[src/rtl/msg_scroller.sv]
// Scrolling message display: buffers up to MAX_LEN 4-bit codes and slides
// them across NUM_DIGITS positions, one step every TICK_DIV clocks.
module msg_scroller #(
  parameter int NUM_DIGITS = 6,
  parameter int MAX_LEN    = 16,
  parameter int TICK_DIV   = 12_500_000
) (
  input  logic                        clk,
  input  logic                        resetn,
  input  logic                        wr_en,
  input  logic [3:0]                  wr_char,
  input  logic                        clear,
  input  logic                        start,
  input  logic                        stop,
  input  logic                        loop_en,
  output logic                        busy,
  output logic                        done,
  output logic                        overflow,
  output logic [$clog2(MAX_LEN):0]    msg_len,
  output logic [4*NUM_DIGITS-1:0]     digit_codes,
  output logic [NUM_DIGITS-1:0]       digit_blank
);

  localparam int LW = $clog2(MAX_LEN) + 1;
  localparam int AW = (MAX_LEN > 1) ? $clog2(MAX_LEN) : 1;
  localparam int PW = $clog2(MAX_LEN + NUM_DIGITS) + 1;
  localparam int TW = $clog2(TICK_DIV);

  typedef enum logic [1:0] {
    IDLE,
    SCROLL,
    DONE
  } state_t;

  state_t          state_q, state_n;
  logic [PW-1:0]   pos_q, pos_n;
  logic [TW-1:0]   tick_q, tick_n;
  logic [LW-1:0]   len_q;
  logic            ovf_q;
  logic [3:0]      mem_q [MAX_LEN];

  logic            go, full, step, last;
  logic            wr_ok, wr_drop;
  logic [PW-1:0]   rel [NUM_DIGITS];
  logic [4*NUM_DIGITS-1:0] codes_n;
  logic [NUM_DIGITS-1:0]   blank_n;

  assign msg_len  = len_q;
  assign overflow = ovf_q;

  assign go      = (state_q == IDLE) && start && (len_q != '0);
  assign full    = len_q == LW'(MAX_LEN);
  assign step    = tick_q == TW'(TICK_DIV - 1);
  assign last    = pos_q == PW'(len_q) + PW'(NUM_DIGITS - 1);
  assign wr_ok   = (state_q == IDLE) && !go && !clear && wr_en && !full;
  assign wr_drop = (state_q == IDLE) && !go && !clear && wr_en && full;

  always_comb begin
    state_n = state_q;
    pos_n   = pos_q;
    tick_n  = tick_q;
    unique case (state_q)
      IDLE: begin
        if (go) begin
          state_n = SCROLL;
          pos_n   = '0;
          tick_n  = '0;
        end
      end
      SCROLL: begin
        if (stop) begin
          state_n = IDLE;
        end else if (step) begin
          tick_n = '0;
          if (!last) begin
            pos_n = pos_q + PW'(1);
          end else if (loop_en) begin
            pos_n = '0;
          end else begin
            state_n = DONE;
          end
        end else begin
          tick_n = tick_q + TW'(1);
        end
      end
      DONE:    state_n = IDLE;
      default: state_n = IDLE;
    endcase
  end

  // Window is built from the next pos so digits line up with busy.
  always_comb begin
    codes_n = '0;
    blank_n = '1;
    for (int i = 0; i < NUM_DIGITS; i++) begin
      rel[i] = pos_n - PW'(i);
      if (state_n == SCROLL && pos_n >= PW'(i) &&
          rel[i] < PW'(len_q)) begin
        codes_n[4*i +: 4] = mem_q[rel[i][AW-1:0]];
        blank_n[i]        = 1'b0;
      end
    end
  end

  always_ff @(posedge clk or negedge resetn) begin
    if (!resetn) begin
      state_q     <= IDLE;
      pos_q       <= '0;
      tick_q      <= '0;
      len_q       <= '0;
      ovf_q       <= 1'b0;
      busy        <= 1'b0;
      done        <= 1'b0;
      digit_codes <= '0;
      digit_blank <= '1;
    end else begin
      state_q     <= state_n;
      pos_q       <= pos_n;
      tick_q      <= tick_n;
      busy        <= state_n == SCROLL;
      done        <= state_n == DONE;
      digit_codes <= codes_n;
      digit_blank <= blank_n;
      if (state_q == IDLE && !go && clear) begin
        len_q <= '0;
        ovf_q <= 1'b0;
      end else if (wr_ok) begin
        len_q <= len_q + LW'(1);
      end else if (wr_drop) begin
        ovf_q <= 1'b1;
      end
    end
  end

  always_ff @(posedge clk) begin
    if (wr_ok) mem_q[len_q[AW-1:0]] <= wr_char;
  end

endmodule
[config.mk]
export PLATFORM = sky130hd
export DESIGN_NAME = msg_scroller
export DESIGN_NICKNAME = d
export VERILOG_FILES = /design/src/rtl/msg_scroller.sv
export SDC_FILE = /design/constraint.sdc
export NUM_CORES = 1
export LEC_CHECK = 0
export CAP_MARGIN = 0
export CORE_UTILIZATION = 55
export CTS_CLUSTER_SIZE = 20
export DETAILED_ROUTE_END_ITERATION = 10
export GPL_TIMING_DRIVEN = 0
export PLACE_DENSITY = 0.74
export SLEW_MARGIN = 10
export SYNTH_ARGS = -nofsm -noshare
export SYNTH_HDL_FRONTEND = slang
export SYNTH_SLANG_ARGS = --single-unit
[constraint.sdc]
create_clock -name clk -period 8.5 [get_ports clk]
set_input_delay 1.7 -clock clk [delete_from_list [all_inputs] [get_ports clk]]
set_output_delay 1.7 -clock clk [all_outputs]
set_load 0.05 [all_outputs]
==> results of run 1 <==
logic make-up after synthesis:
kind of cell	Yosys count
AND/OR/NAND/NOR	356
AO/OA/AOI/OAI	150
flip-flops	134
multiplexers	90
buffers and inverters	79
XOR/XNOR	32
adder cells (fa/ha/maj)	31
through the flow:
stage           util  instance area [um^2]  instances  total power, mW  hold WS, ns
6_report       0.657                 10100       1164             2.49        0.499
5_1_grt        0.657                 10100       1164             2.60        0.541
4_1_cts        0.657                 10100       1164             2.47        0.503
3_5_place_dp   0.620                  9530       1132             1.75        0.490
3_3_place_gp   0.619                  9510       1131             1.74        0.485
2_1_floorplan      -                  8770        872             1.48        0.497
flip-flops by register name, summed over array words and instances (netlist names), 2 cells and up:
register / cells
tick_q: 24
state_q: 2
digit_codes: 24
mem_q: 64
digit_blank: 6
msg_len: 5
pos_q: 6
cell usage in the layout (no fill, tap or decap), types with 5 or more instances in the layout:
cell type / instances
mux2i_1: 48
a31oi_1: 8
nor2_1: 59
o21ai_0: 25
nor3_1: 18
mux4_2: 26
and3_1: 27
a21oi_1: 32
inv_1: 22
nor2b_1: 8
buf_2: 14
or4_1: 5
inv_8: 6
nand4_1: 11
dfrtp_1: 64
clkbuf_16: 17
xnor2_1: 17
clkbuf_1: 21
inv_6: 5
nand3_1: 54
xor2_1: 11
buf_1: 12
nand2_1: 140
ha_1: 31
mux2_2: 16
dfstp_2: 6
or3_1: 5
edfxtp_1: 64
a31o_2: 6
clkdlybuf4s50_1: 47
a22o_1: 17
a211oi_1: 8
nor4_1: 5
a21boi_0: 5
worst register-to-register path: cells and delay by family (launching register included):
kind                     cells  cell delay (ns)
buffers and inverters       11             3.31
flip-flops                   1             0.41
AO/OA/AOI/OAI                3             0.81
multiplexers                 1             0.49
adder cells (fa/ha/maj)      2             0.48
AND/OR/NAND/NOR              6             1.33
cell type report:
type                    instances  area (um^2)  share of cell area
plain buffers                  49          209              0.0207
clock buffers                  17          425              0.0421
clock inverters                15          150              0.0149
inverters                      30          115              0.0114
multi-input cells             659         4760               0.471
flip-flops and latches        134         3680               0.364
well taps                     211          264              0.0261
repair buffers                 49          498              0.0493
power by group:
group | internal [mW] | total (mW) | leakage [nW] | switching [mW]
Combinational | 0.380 | 1.02 | 2.17 | 0.636
Sequential | 0.725 | 0.757 | 1.53 | 0.0318
Clock | 0.391 | 0.713 | 0.276 | 0.323
final timing paths:
kind	start	end	cells past startpoint
worst max register to register	msg_len[0]	digit_codes[20]	23
min in group asynchronous	resetn	tick_q[21]	1
worst min-delay path	overflow	overflow	2
max in group asynchronous	resetn	tick_q[13]	2
worst max-delay path	start	digit_codes[14]	19
worst min register to register	overflow	overflow	2
per-layer routing:
| layer | vias to the layer above | track usage | wire length [um] |
|---|---|---|---|
| met5 | - | 0 | 0 |
| met4 | 0 | 0.153 | 1010 |
| met3 | 75 | 0.0872 | 2810 |
| met2 | 441 | 0.480 | 11300 |
| met1 | 3637 | 0.491 | 11500 |
| li1 | 3379 | - | - |
==> results.md, run 1 <==
- Status: completed
- Gr usage total: 0.341
- Worst endpoint data arrival time: approximately 7.5 ns
- Synth area leaders: edfxtp_1 22%, dfrtp_1 18%, mux4_2 6.7%
- Iteration-0 DRC Markers: 1031
- Placeable Area: 0.0154 mm^2
- DRT Pass-1 Iters: 7
- Syn_nets: 914
- R2R Setup Slk: 1.59 ns
- H-tree levels: 4
- Routed len/inst: 22.8 um
- Most frequent cell after synthesis: nand2_1
- Drc violations: 0
- Area grow syn2layout: 15.3%
- Leak: between 3 and 4 nW
- Final Slew Violations: 0
- Slowest library cell on the worst path: buf_1
- Post-synthesis xor/xnor area fraction: 0.0367
- Total gr overflow: 0
- Post-Route WL: approximately 27000 um
- Unique cell type count in the Yosys netlist: 76
- CTS Buffer Depth: 2
- Worst-path cell chain: clkdlybuf4s50_1 -> and3b_1 -> clkbuf_1 -> a31o_2 -> clkbuf_1 -> nor2_1 -> nor3_2 -> buf_2 -> buf_1 -> buf_2 -> ha_1 -> clkinv_1 -> buf_1 -> ha_1 -> a21boi_0 -> o21a_1 -> o21a_1 -> o21ai_0 -> and3_1
- Antenna viol nets, final: 0
- Via Count: approximately 7500
- First-pass GRT wire length: slightly above 40000 um
- Post_cts resized: 0
- Post-synthesis register bit count: approximately 130
- Pwr Density: 246 mW/mm^2
- Max-Cap Viols: 0
- Floorplan die width: roughly 130 um
- CP Buf/Inv Count: 8
- Largest family of logic cells by synthesized area: simple AND/OR/NAND/NOR gates
- Main synth FF type: edfxtp_1
- Hold Fails Final Rpt: 0
- Setup TNS: 0 ns
- Yosys warns: 0
- Relative slew slack: 0.308
- Port buffer count: between 40 and 50
- Number of nets in the finished design: roughly 980
- Largest area contributor in the netlist: edfxtp_1
- Placer Congestion: 0.998
- Tightest Hold Check Type: reg -> reg
- Clk slew on worst S/H paths: around 0.06 ns
- Postcts setup bufs: 0
- Antenna violations before repair: 0
- Synth Area in Adders: 0.0442
- Max VDD drop: around 260 uV
- Clk sink count: around 130
- Worst Max-Slew Pin Slew: 1.02 ns
- Crit path time final: ~7.1 ns
- Crit-path max FO: 10
- Critical Path RT: around 8.9 ns
- Initial Utilization: 0.570
- RSZ-0062 raised after global routing: false
- Vias/cell: 6.47
- Synth Cell Area: around 0.0088 mm^2
- Syn avg cell area: a little over 10 um^2
- Num CTS Buffers: 17
- DP HPWL: 19800 um
- Vert. Die Dim: 128 um
- Post-synth top area share: 0.219
- Hold buffers post-CTS: 0
- Cell row count: between 40 and 50
- Fill cell count: about 1200
- Final worst slack: 1.37 ns
- Compound-Gate Fraction of Synth Area: 0.126
- CP Class: in -> reg
- Skew-Pair Late Insertion Delay: between 0.4 and 0.5 ns
- EDFF count, synth: 64
- Final Cycle Share: 0.839
- Die ar.: between 0.015 and 0.02 mm^2
- Vias in the first global route: between 6000 and 7000
- TritonCTS clock tree: built
- Setup crit start kind: primary input
- Synth cell count leaders: 140 x nand2_1, 64 x dfrtp_1, 64 x edfxtp_1
- Seq/Total Area, Yosys: 0.420
- Mux cell area share after synthesis: 0.142
- Final Setup Violations: 0
- Critical path capture point type: flip-flop
- DP Worst Slack: 1.15 ns
- Simple-gate area share of the yosys netlist: 0.194
- CP delay by family, top: buffers and inverters
- Largest net degree at the start of global routing: 39
- Mapped Cells: 872
- Clock Skew: 0.0147 ns
- FMAX: 0.140 GHz
- I/O Pins: 49
- Slowest cell delay on critical path: 0.57 ns
- N_diodes: 0
- Layout cells sized above 1: 0.134
- Async set or reset register ratio after synthesis: 0.522
- Clk root buf: clkbuf_16
Note: power is estimated with default switching activity, not from simulation.
==> inputs of run 2 (changes only) <==
--- a/config.mk
+++ b/config.mk
@@ -10,7 +10,7 @@
 export CTS_CLUSTER_SIZE = 20
 export DETAILED_ROUTE_END_ITERATION = 10
 export GPL_TIMING_DRIVEN = 0
-export PLACE_DENSITY = 0.74
+export PLACE_DENSITY = 0.77
 export SLEW_MARGIN = 10
 export SYNTH_ARGS = -nofsm -noshare
 export SYNTH_HDL_FRONTEND = slang
==> constraint.sdc (replaced) <==
create_clock -name clk -period 5.75 [get_ports clk]
set_input_delay 1.15 -clock clk [delete_from_list [all_inputs] [get_ports clk]]
set_output_delay 1.15 -clock clk [all_outputs]
set_load 0.05 [all_outputs]
==> results.md, run 2 (same netlist as run 1, synthesis figures left out) <==
- Status: completed
- Clk sink count: 134 (unchanged)
- Critical path capture point type: flip-flop
- TritonCTS clock tree: built
- Placer Congestion: 1.03 (+2.8%)
- Final worst slack: 0.276 ns (-1.10 ns)
- Tightest Hold Check Type: reg -> reg
- Commonest non-fill, non-tap cells in the layout: 140 x nand2_1, 64 x dfrtp_1, 64 x edfxtp_1
- Vert. Die Dim: 128 um (unchanged)
- Final Setup Violations: 0 (unchanged)
- Antenna violations before repair: 0 (unchanged)
- Die ar.: 0.0165 mm^2 (unchanged)
- Post-route cell area: 0.0103 mm^2 (+1.6%)
- DRT Pass-1 Iters: 6 (-1)
- Crit-path max FO: 10 (unchanged)
- FMAX: around 0.18 GHz
- Layout cells sized above 1: 0.158 (+0.0242)
- Max reg flops: 64 (unchanged)
- Placeable Area: 0.0154 mm^2 (unchanged)
- Via Count: 7547 (+0.20%)
- Number of nets in the finished design: 988 (+0.61%)
- Leak: 4.06 nW (+2.1%)
- Hold buffers post-CTS: 0 (unchanged)
- Clk slew on worst S/H paths: 0.06 ns (about the same)
- Skew-Pair Late Insertion Delay: 0.43 ns (about the same)
- Area grow syn2layout: 17.2%
- N_diodes: 0 (unchanged)
- First-pass GRT wire length: 40600 um (+0.16%)
- Cell row count: 45 (unchanged)
- Post-Route WL: 26400 um (-0.73%)
- CTS Buffer Depth: 2 (unchanged)
- DP Worst Slack: -1.08 ns (-2.23 ns)
- Port buffer count: 48 (unchanged)
- Num CTS Buffers: 17 (unchanged)
- WHS: 0.506 ns (+0.00755 ns)
- Largest net degree at the start of global routing: 51 (+31%)
- Commonest non-fill, non-tap cell in the layout: nand2_1
- Clk root buf: clkbuf_16
- Max VDD drop: 279 uV (+6.8%)
- Initial Utilization: 0.570 (unchanged)
- Gr usage total: 0.337 (-0.00350)
- Total gr overflow: 0 (unchanged)
- Setup crit start kind: flip-flop
- Critical Path RT: 6.10 ns (-2.76 ns)
- Setup TNS: 0 ns (unchanged)
- CP Class: reg -> reg
- RSZ-0062 raised after global routing: false
- Iteration-0 DRC Markers: 1029 (-0.19%)
- Final Cycle Share: 0.952
- Placed Area: 0.00954 mm^2 (about the same)
- Worst Max-Slew Pin Slew: 0.831 ns (-0.191 ns)
- Fill cell count: 1221 (-1.2%)
- Clock Skew: 0.0109 ns (-0.00378 ns)
- Pwr Density: 368 mW/mm^2 (+49%)
- DP HPWL: 19300 um (-2.6%)
- Worst endpoint data arrival time: 5.83 ns (-1.65 ns)
- Antenna viol nets, final: 0 (unchanged)
- Vias in the first global route: 6984 (+1.9%)
- Max-Cap Viols: 0 (unchanged)
- Relative slew slack: 0.446 (+0.138)
- Crit path time final: ~5.5 ns
- H-tree levels: 4 (unchanged)
- Drc violations: 0 (unchanged)
- Floorplan die width: 128 um (unchanged)
- Hold Fails Final Rpt: 0 (unchanged)
- I/O Pins: 49 (unchanged)
- Final Slew Violations: 0 (unchanged)
- Vias/cell: 6.45 (-0.31%)
- Routed len/inst: 22.6 um (-1.2%)
-- run 2: critical path, stage by stage, from the launching register on --
cell and delay (ns):
dfrtp_1 0.41, buf_2 0.25, inv_1 0.14, ha_1 0.35
xor2_1 0.18, a211oi_2 0.26, o221ai_2 0.22, o311a_1 0.40
nor3_2 0.33, clkbuf_4 0.31, buf_2 0.29, clkbuf_4 0.30
ha_1 0.27, clkinv_2 0.18, clkbuf_4 0.30, ha_1 0.26
a21boi_0 0.13, o21a_1 0.19, o21a_1 0.18, o21ai_2 0.24
and3_1 0.21
-- run 2: stage by stage --
stage          std cells  total power, mW  utilization
3_5_place_dp        1132             2.59        0.621
3_3_place_gp        1131             2.57        0.619
4_1_cts             1163             3.69        0.661
5_1_grt             1170             3.96        0.668
6_report            1170             3.78        0.668
2_1_floorplan        872             2.19            -
-- run 2: final cells by class --
cell class / instances / area [um^2] / area share
plain buffers: 47 / 224 / 0.0218
clock buffers: 17 / 425 / 0.0414
clock inverters: 15 / 159 / 0.0155
inverters: 30 / 116 / 0.0113
multi-input cells: 659 / 4840 / 0.471
flip-flops and latches: 134 / 3680 / 0.358
well taps: 211 / 264 / 0.0257
repair buffers: 57 / 566 / 0.0551
-- run 2: what timing repair did --
action,4_1_cts,5_1_grt
pin swaps,0,2
setup buffers,0,8
setup endpoints to repair,20,19
gates cloned,0,0
resized for setup,14,13
-- run 2: report_power, final --
part	internal, mW	switching, mW	total [mW]
combinational	0.607	0.979	1.59
sequential	1.07	0.0454	1.12
clock	0.612	0.462	1.07
total	2.29	1.49	3.78
-- run 2: path summary, 6_finish.rpt --
check | endpoint | cells past startpoint | from | slack (ns)
max | digit_codes[13] | 20 | msg_len[0] | 0.28
min | overflow | 2 | overflow | 0.51
max reg2reg | digit_codes[13] | 20 | msg_len[0] | 0.28
min reg2reg | overflow | 2 | overflow | 0.51
max in group asynchronous | digit_blank[1] | 2 | resetn | 4.53
min in group asynchronous | tick_q[19] | 1 | resetn | 0.61
-- run 2: layer usage --
layer / vias up / global-route usage / wire length, um
li1: 3391 / - / -
met1: 3652 / 0.479 / 11200
met2: 427 / 0.478 / 11300
met3: 77 / 0.0972 / 2810
met4: 0 / 0.145 / 1010
met5: - / 0 / 0
